**config.mk**
```make
export PLATFORM = sky130hd
export DESIGN_NAME = mem_loader
export DESIGN_NICKNAME = d
export VERILOG_FILES = /design/src/rtl/mem_loader_pkg.sv /design/src/rtl/mem_loader_pack.sv /design/src/rtl/mem_loader.sv
export SDC_FILE = /design/constraint.sdc
export NUM_CORES = 1
export LEC_CHECK = 0
export CORE_UTILIZATION = 40
export DETAILED_ROUTE_END_ITERATION = 7
export HOLD_SLACK_MARGIN = 0.03
export PLACE_DENSITY = 0.69
export SETUP_SLACK_MARGIN = 0.1
export SLEW_MARGIN = 20
export SYNTH_ARGS = -nofsm -noshare
export SYNTH_HDL_FRONTEND = slang
export SYNTH_SLANG_ARGS = --single-unit
```
**constraint.sdc**
```tcl
create_clock -name clk -period 5.05 [get_ports clk]
set_input_delay 1.515 -clock clk [delete_from_list [all_inputs] [get_ports clk]]
set_output_delay 1.515 -clock clk [all_outputs]
set_load 0.02 [all_outputs]
```
**src/rtl/mem_loader_pkg.sv**
```systemverilog
// Shared types and constants for the boot-time memory loader.
package mem_loader_pkg;

  typedef enum logic [2:0] {
    StLenLo,
    StLenHi,
    StData,
    StWrite,
    StCsum,
    StDone,
    StError
  } state_e;

  localparam logic [1:0] ERR_NONE    = 2'd0;
  localparam logic [1:0] ERR_LEN     = 2'd1;
  localparam logic [1:0] ERR_TIMEOUT = 2'd2;
  localparam logic [1:0] ERR_CSUM    = 2'd3;

endpackage

```
**src/rtl/mem_loader_pack.sv**
```systemverilog
// Little-endian byte-to-word assembler; word_full flags the byte that completes a word.
module mem_loader_pack (
  input  logic        clk,
  input  logic        reset,
  input  logic        clear,
  input  logic        byte_valid,
  input  logic [7:0]  byte_data,
  output logic [31:0] word,
  output logic        word_full
);

  logic [1:0]  idx_q, idx_d;
  logic [23:0] shift_q, shift_d;

  always_comb begin
    idx_d   = idx_q;
    shift_d = shift_q;
    if (clear) begin
      idx_d   = 2'd0;
      shift_d = 24'd0;
    end else if (byte_valid) begin
      idx_d = idx_q + 2'd1;
      unique case (idx_q)
        2'd0:    shift_d[7:0]   = byte_data;
        2'd1:    shift_d[15:8]  = byte_data;
        2'd2:    shift_d[23:16] = byte_data;
        default: shift_d        = shift_q;
      endcase
    end
  end

  // The fourth byte bypasses the register so the word is complete in the same cycle.
  assign word      = {byte_data, shift_q};
  assign word_full = byte_valid && !clear && (idx_q == 2'd3);

  always_ff @(posedge clk or posedge reset) begin
    if (reset) begin
      idx_q   <= 2'd0;
      shift_q <= 24'd0;
    end else begin
      idx_q   <= idx_d;
      shift_q <= shift_d;
    end
  end

endmodule

```
**src/rtl/mem_loader.sv**
```systemverilog
// Boot loader: framed byte stream -> 32-bit writes on the PicoRV32 native bus, then
// XOR checksum check gating the CPU reset.
module mem_loader
  import mem_loader_pkg::*;
#(
  parameter logic [31:0] BASE_ADDR = 32'h0000_0000,
  parameter int unsigned MAX_WORDS = 1024,
  parameter int unsigned TIMEOUT   = 255
) (
  input  logic        clk,
  input  logic        reset,
  input  logic        in_valid,
  input  logic [7:0]  in_data,
  output logic        in_ready,
  input  logic        clear,
  output logic        mem_valid,
  output logic        mem_instr,
  input  logic        mem_ready,
  output logic [31:0] mem_addr,
  output logic [31:0] mem_wdata,
  output logic [3:0]  mem_wstrb,
  output logic        done,
  output logic        error,
  output logic [1:0]  err_code,
  output logic        cpu_resetn,
  output logic [15:0] words_written
);

  localparam logic [16:0] MaxWords = 17'(MAX_WORDS);
  localparam logic [7:0]  TmoLast  = 8'(TIMEOUT - 1);

  state_e      state_q, state_d;
  logic [15:0] len_q, len_d;
  logic [15:0] words_q, words_d;
  logic [7:0]  csum_q, csum_d;
  logic [7:0]  tmo_q, tmo_d;
  logic [31:0] wdata_q, wdata_d;
  logic        valid_q, valid_d;
  logic        done_q, done_d;
  logic        error_q, error_d;
  logic [1:0]  err_q, err_d;

  logic        accept;
  logic        pack_valid;
  logic        pack_clear;
  logic [31:0] pack_word;
  logic        word_full;
  logic [15:0] len_full;
  logic [15:0] words_inc;

  assign in_ready   = (state_q == StLenLo) || (state_q == StLenHi) ||
                      (state_q == StData)  || (state_q == StCsum);
  assign accept     = in_valid && in_ready;
  assign pack_valid = accept && (state_q == StData);
  assign pack_clear = (state_q == StLenLo);
  assign len_full   = {in_data, len_q[7:0]};
  assign words_inc  = words_q + 16'd1;

  mem_loader_pack u_pack (
    .clk        (clk),
    .reset      (reset),
    .clear      (pack_clear),
    .byte_valid (pack_valid),
    .byte_data  (in_data),
    .word       (pack_word),
    .word_full  (word_full)
  );

  always_comb begin
    state_d = state_q;
    len_d   = len_q;
    words_d = words_q;
    csum_d  = csum_q;
    tmo_d   = tmo_q;
    wdata_d = wdata_q;
    valid_d = valid_q;
    done_d  = done_q;
    error_d = error_q;
    err_d   = err_q;

    unique case (state_q)
      StLenLo: begin
        csum_d  = 8'd0;
        words_d = 16'd0;
        if (accept) begin
          len_d   = {8'd0, in_data};
          state_d = StLenHi;
        end
      end
      StLenHi: begin
        if (accept) begin
          len_d = len_full;
          if (len_full == 16'd0) begin
            state_d = StCsum;
          end else if ({1'b0, len_full} > MaxWords) begin
            state_d = StError;
            error_d = 1'b1;
            err_d   = ERR_LEN;
          end else begin
            state_d = StData;
          end
        end
      end
      StData: begin
        if (accept) begin
          csum_d = csum_q ^ in_data;
          if (word_full) begin
            wdata_d = pack_word;
            valid_d = 1'b1;
            tmo_d   = 8'd0;
            state_d = StWrite;
          end
        end
      end
      StWrite: begin
        // A completion arriving on the last allowed cycle still counts.
        if (mem_ready) begin
          valid_d = 1'b0;
          words_d = words_inc;
          state_d = (words_inc == len_q) ? StCsum : StData;
        end else if (tmo_q == TmoLast) begin
          valid_d = 1'b0;
          state_d = StError;
          error_d = 1'b1;
          err_d   = ERR_TIMEOUT;
        end else begin
          tmo_d = tmo_q + 8'd1;
        end
      end
      StCsum: begin
        if (accept) begin
          if (in_data == csum_q) begin
            state_d = StDone;
            done_d  = 1'b1;
          end else begin
            state_d = StError;
            error_d = 1'b1;
            err_d   = ERR_CSUM;
          end
        end
      end
      StDone, StError: begin
        if (clear) begin
          state_d = StLenLo;
          done_d  = 1'b0;
          error_d = 1'b0;
          err_d   = ERR_NONE;
          words_d = 16'd0;
          csum_d  = 8'd0;
        end
      end
      default: state_d = StLenLo;
    endcase
  end

  always_ff @(posedge clk or posedge reset) begin
    if (reset) begin
      state_q <= StLenLo;
      len_q   <= 16'd0;
      words_q <= 16'd0;
      csum_q  <= 8'd0;
      tmo_q   <= 8'd0;
      wdata_q <= 32'd0;
      valid_q <= 1'b0;
      done_q  <= 1'b0;
      error_q <= 1'b0;
      err_q   <= ERR_NONE;
    end else begin
      state_q <= state_d;
      len_q   <= len_d;
      words_q <= words_d;
      csum_q  <= csum_d;
      tmo_q   <= tmo_d;
      wdata_q <= wdata_d;
      valid_q <= valid_d;
      done_q  <= done_d;
      error_q <= error_d;
      err_q   <= err_d;
    end
  end

  // Address tracks the completed-write count, so it holds for the whole request.
  assign mem_addr      = BASE_ADDR + {14'd0, words_q, 2'b00};
  assign mem_valid     = valid_q;
  assign mem_instr     = 1'b0;
  assign mem_wdata     = wdata_q;
  assign mem_wstrb     = valid_q ? 4'hF : 4'h0;
  assign done          = done_q;
  assign error         = error_q;
  assign err_code      = err_q;
  assign cpu_resetn    = done_q;
  assign words_written = words_q;

endmodule

```
==> results.cfg, run 1 <==
[yosys]
syn_area_um2 = 6185
synth_ff_type = dfrtp_1
synthTopCellsByArea = dfrtp_1 46%, nand2_1 12%, buf_4 4.6%
yosysUniqueCellTypes = 66
ys_warn_count = 0
synth.most_common_cell = nand2_1
async_flop_share_pct = 100.0
synth_top_area_share_pct = 46.13
synth.ff_latch_count = 114
synth_area_leader_cell = dfrtp_1
synth.top_cells.by_count = 190 x nand2_1, 114 x dfrtp_1, 56 x o21ai_0
postSynthCellCount = 709
synth_edf_count = 0
seq_area_frac_synth_pct = 46.13
synth_area_per_cell_um2 = 8.723

[setup_path]
r2r-start = words_written[0]
worst_r2r_path_depth = 7
crit_path_cell_trace = nor2_1 -> or2_2 -> clkdlybuf4s50_1
end_kind = output port
cp_slowest_cell = dfrtp_1
rrSetupSlack_ps = 2400
arrival_ps = 2280
cp_data_required_time_ps = 3540
rr_endpoint = state_q[1]
timing_worst_setup_path_type = register to output port
worst_setup_path_start_kind = register
crit_buf_inv = 1
cp_top_family = flip-flops
cp_max_fo = 25
slowest_delay_ps = 790

[worst_hold_path]
min_path_type = register to register
min_from = u_pack.shift_q[8]
holdPathEnd = mem_wdata[8]
hold_depth = 2

[sta]
timing.hold.ws_ps = 473.6
slew_viol_final = 0
rsz0062_at_grt = false
fin_tns_setup_ps = 0
relSlewSlack_pct = 48.25
finalCriticalPeriod_ps = 3796
hold_viol_final = 0
setup_viol = 0
fmax_mhz = 263.4
max_slew.worst_pin.slew_ps = 776.3
skew_ps = 4.369
period_share_pct = 75.17

[layout]
fill_cells = 1400
antennaDiodeCount = 0
nets = 780
drive_gt1_share_pct = 8.668
area_delta_synth_final_pct = 22.82
utilization_pct = 50.15

[drt]
drc_errors = 0
routedWlPerCell_um = 15.04
vias = 5074
drt_iter0_drc = 313
drtAntennaViolNets = 0
vias_per_cell = 5.280
routed_wl_um = 14450
firstDrtPassIters = 7

[clock_network]
path_clk_slew_ps = 60
cts_tree = built
cts-resized-gates = 0
cts_buffer_depth = 2
cts_root_buf = clkbuf_16
cts.sinks = 114
h-tree-depth = 4
cts_buffers = 17
ctsHoldBuffers = 0
clk_latency_ps = 420
post_cts_buffers = 0

[pwr]
p_per_area_nw_per_um2 = 579.0
p_leak_nw = 3.388
irDropWorstVdd_mv = 0.3567

[global_routing]
grt_start_max_net_pins = 83
grt_pass1_wl_um = 24050
antenna_found_initial = 0
grt_pass1_vias = 4624
grt-ovfl-total = 0
track_usage_pct = 19.16

[floorplan]
initial_core_util_pct = 40.83
ios = 105
dieArea_um2 = 15960
die_h_um = 126.3
rows = 45
die_x_um = 126.3
core_area_um2 = 15150

[placed_design]
io_buffers = 87
place_hpwl_um = 9520
place_congestion = 0.8030

[run_status]
outcome = completed

[flow_run]
drv_cap = 0
-- how the worst max path moves through the flow --
stage | cells after the start | end | startpoint | slack, ps
floorplan | 1 | cpu_resetn | reset | 520
global placement | 7 | error | in_data[0] | 1120
detailed placement | 7 | error | in_data[2] | 1050
CTS | 3 | in_ready | state_q[1] | 1270
global route | 3 | in_ready | state_q[1] | 1140
finish | 3 | in_ready | state_q[1] | 1250
-- worst register-to-register path, delay by kind of cell (launching register included) --
family,cells,cell delay [ps]
compound gates,3,1010
fa+ha+maj,1,290
flops,1,510
simple gates,3,740
-- metrics by stage --
stage	power (W)	setup slack, ps	std cells	area [um^2]
final	0.004398	1254	961	7596
after global routing	0.004684	1136	961	7596
after CTS	0.004434	1267	961	7594
after detailed placement	0.003128	1048	929	6968
after global placement	0.003105	1124	929	6968
after floorplan	0.002574	519.3	725	6245
-- layout by cell type (no fill, tap or decap), types with 4 or more instances in the layout --
| cell | Yosys | routed |
|---|---|---|
| nand2b_1 | 4 | 4 |
| nor2b_1 | 6 | 6 |
| bufinv_16 | 0 | 4 |
| inv_6 | 0 | 4 |
| nor3_1 | 5 | 4 |
| o21ai_0 | 56 | 56 |
| inv_1 | 13 | 12 |
| nand3_1 | 32 | 32 |
| nand4_1 | 6 | 6 |
| buf_4 | 38 | 10 |
| nor4_1 | 7 | 7 |
| and2_1 | 5 | 5 |
| o31ai_1 | 7 | 7 |
| dfrtp_1 | 114 | 114 |
| ha_1 | 7 | 7 |
| nand2_1 | 190 | 190 |
| clkdlybuf4s50_1 | 0 | 87 |
| mux2_2 | 12 | 12 |
| xnor2_1 | 15 | 15 |
| xor2_1 | 16 | 16 |
| a21oi_1 | 37 | 37 |
| clkbuf_16 | 0 | 17 |
| nor2_1 | 30 | 30 |
| conb_1 | 1 | 17 |
| or3_1 | 4 | 4 |
-- cells by family (layout without fill, tap and decap cells) --
kind of cell / count (synthesis) / after routing / share of synthesized area [%]
AND/OR/NAND/NOR: 312 / 312 / 23.81
AO/OA/AOI/OAI: 135 / 135 / 13.21
XOR/XNOR: 31 / 31 / 4.390
buffers and inverters: 94 / 142 / 8.315
multiplexers: 14 / 14 / 2.509
adder cells (fa/ha/maj): 8 / 8 / 1.578
other: 1 / 17 / 0.06063
flip-flops: 114 / 114 / 46.13
-- where the power goes --
group / total (W) / switching (W) / internal, W / leakage, nW
Combinational: 0.00156 / 0.000852 / 0.000703 / 1.58
Sequential: 0.00157 / 0.000318 / 0.00125 / 1.51
Clock: 0.00128 / 0.000436 / 0.000840 / 0.297
Total: 0.00440 / 0.00161 / 0.00279 / 3.39
-- flip-flops by register name, summed over array words and instances, names as in the netlist, 2 cells and up --
name            count
csum_q              8
err_code            2
len_q              16
mem_wdata          32
state_q             3
tmo_q               8
u_pack.idx_q        2
u_pack.shift_q     24
words_written      16
-- per-layer routing --
layer | track usage (%) | part of all wire, % | vias to the layer above
li1 | - | - | 2467
met1 | 26.48 | 47 | 2448
met2 | 28.47 | 47 | 136
met3 | 5.863 | 4.7 | 23
met4 | 6.662 | 1.3 | 0
met5 | 0 | 0 | -
-- final cells by class --
cell class	count	area, um^2	area share, %
clock buffer	20	446.7	5.880
tap	188	235.2	3.097
inverter	13	53.80	0.7083
multi-input combinational	517	2883	37.95
timing repair buffer	97	945.9	12.45
sequential	114	2853	37.56
clock inverter	12	178.9	2.355
(Power assumes the default switching activity.)
==> run 2: changes to the inputs <==
Settings changed: PLACE_DENSITY 0.69 to 0.71.
Clock period 5.05 ns to 3.13 ns, I/O delays scaled along.
==> results.cfg, run 2 (synthesized netlist as in run 1, its figures left out) <==
[sta]
relSlewSlack_pct = 50.11
skew_ps = 10.28
period_share_pct = 86.90
hold_viol_final = 0
max_slew.worst_pin.slew_ps = 746.6
rsz0062_at_grt = false
setup_viol = 0
finalCriticalPeriod_ps = 2720
fin_tns_setup_ps = 0
fmax_mhz = 367.7
slew_viol_final = 0

[layout]
mostFrequentLayoutCell = nand2_1
layoutNonFillerInstCount = 972
most-common-layout-cells = 190 x nand2_1, 114 x dfrtp_1, 87 x clkdlybuf4s50_1, 56 x o21ai_0, 37 x a21oi_1
nets = 792
area_delta_synth_final_pct = 23.61
drive_gt1_share_pct = 9.821
antennaDiodeCount = 0
fill_cells = 1383
largest_reg_flops = 32

[setup_path]
cp_max_fo = 5
r2r-start = words_written[0]
crit_start = state_q[2]
cp_data_required_time_ps = 2190
worst_r2r_path_depth = 7
worst_setup_path_start_kind = register
end_kind = output port
timing_worst_setup_path_type = register to output port
arrival_ps = 1780

[pwr]
netSwitchingPower_w = 0.002571
irDropWorstVdd_mv = 0.5476
p_leak_nw = 3.413
sw_frac_of_total_pct = 37.25
p_per_area_nw_per_um2 = 902.9
p_clk_share_pct = 26.2
seqPwrFrac_pct = 35.2
power_frac_comb_pct = 38.6
cell_internal_pwr_w = 0.004331

[drt]
drc_errors = 0
vias_per_cell = 5.231
wl_met2_um = 6794
met1_length_um = 6927
drtAntennaViolNets = 0
drt_iter0_drc = 389
routed_wl_um = 14600
firstDrtPassIters = 7
top_layer_used = met4
routedWlPerCell_um = 15.02
dr_wl_met3_um = 695
vias = 5085

[clock_network]
cts-resized-gates = 0
cts.sinks = 114
cts_tree = built
path_clk_slew_ps = 60
cts_buffers = 17
cts_root_buf = clkbuf_16
h-tree-depth = 4
cts_buffer_depth = 2
post_cts_buffers = 0
clk_latency_ps = 420
ctsHoldBuffers = 0

[placed_design]
io_buffers = 87
place_hpwl_um = 9767
place_inst = 941
place_congestion = 0.8610

[global_routing]
track_usage_pct = 19.50
grt_pass1_vias = 4725
antenna_found_initial = 0
grt_start_max_net_pins = 61
grt-ovfl-total = 0
grt_pass1_wl_um = 24290

[worst_hold_path]
min_path_type = register to register
hold_depth = 2
min_from = mem_wdata[17]

[flow_run]
drv_cap = 0

[run_status]
outcome = completed

[floorplan]
rows = 45
core_area_um2 = 15150
die_x_um = 126.3
ios = 105
initial_core_util_pct = 40.83
die_h_um = 126.3
dieArea_um2 = 15960
## run 2: cell count changes in the layout (fill, tap and decap cells not counted), sizes merged
cell      previous run  this run
buf                 10        22
inv                 16        12
bufinv               4         1
clkbuf              20        22
clkinv               2         4
clkinvlp             3         5
## run 2: routing by layer
metal  track usage, %  vias to the layer above
li1                 -                     2490
met4            6.733                        0
met3            4.892                       19
met1            26.91                     2433
met2            29.83                      143
met5                0                        -
## run 2: power groups by stage
stage | Clock [W] | Combinational, W | Sequential (W)
after global routing | 0.00190 | 0.00294 | 0.00251
final | 0.00181 | 0.00267 | 0.00243
after detailed placement | 0 | 0.00266 | 0.00244
after floorplan | 0 | 0.00154 | 0.00261
after CTS | 0.00183 | 0.00268 | 0.00243
after global placement | 0 | 0.00263 | 0.00244
## run 2: worst paths after layout
kind / slack [ps] / to
hold / removal: 470 / mem_wdata[17]
hold reg to reg: 470 / mem_wdata[17]
max in group asynchronous: 1690 / words_written[4]
setup reg to reg: 510 / state_q[1]
setup / recovery: 410 / in_ready
min in group asynchronous: 830 / mem_wdata[15]
## run 2: critical path, stage by stage, from the launching register on
cell and delay, ps:
dfrtp_1 410, nor2_1 180, or2_2 170, clkdlybuf4s50_1 600
## run 2: area by class of cell
cell class,instances,area [um^2],area share [%]
multi-input combinational,517,2883,37.71
timing repair buffer,109,1074,14.04
inverter,13,52.55,0.6874
tap,188,235.2,3.077
clock buffer,22,464.2,6.072
clock inverter,9,83.83,1.097
sequential,114,2853,37.32
## run 2: stage by stage
| stage | worst slack, ps | hold WS, ps | util, % | cell area, um^2 | power, W |
|---|---|---|---|---|---|
| 2_1_floorplan | 509.3 | 438.6 | - | 6248 | 0.004153 |
| 4_1_cts | 407.1 | 474.2 | 50.48 | 7645 | 0.006941 |
| 5_1_grt | 344.1 | 490.9 | 50.48 | 7645 | 0.007349 |
| 3_3_place_gp | 154.6 | 455.0 | 46.86 | 7097 | 0.005065 |
| 6_report | 410.2 | 470.9 | 50.48 | 7645 | 0.006902 |
| 3_5_place_dp | 156.2 | 450.8 | 46.86 | 7097 | 0.005101 |
==> run 3: changes to the inputs <==
Settings changed: CAP_MARGIN from default to 20.
==> results of run 3 <==
Same layout as run 2: the final DEF is identical, and so are final timing and power.
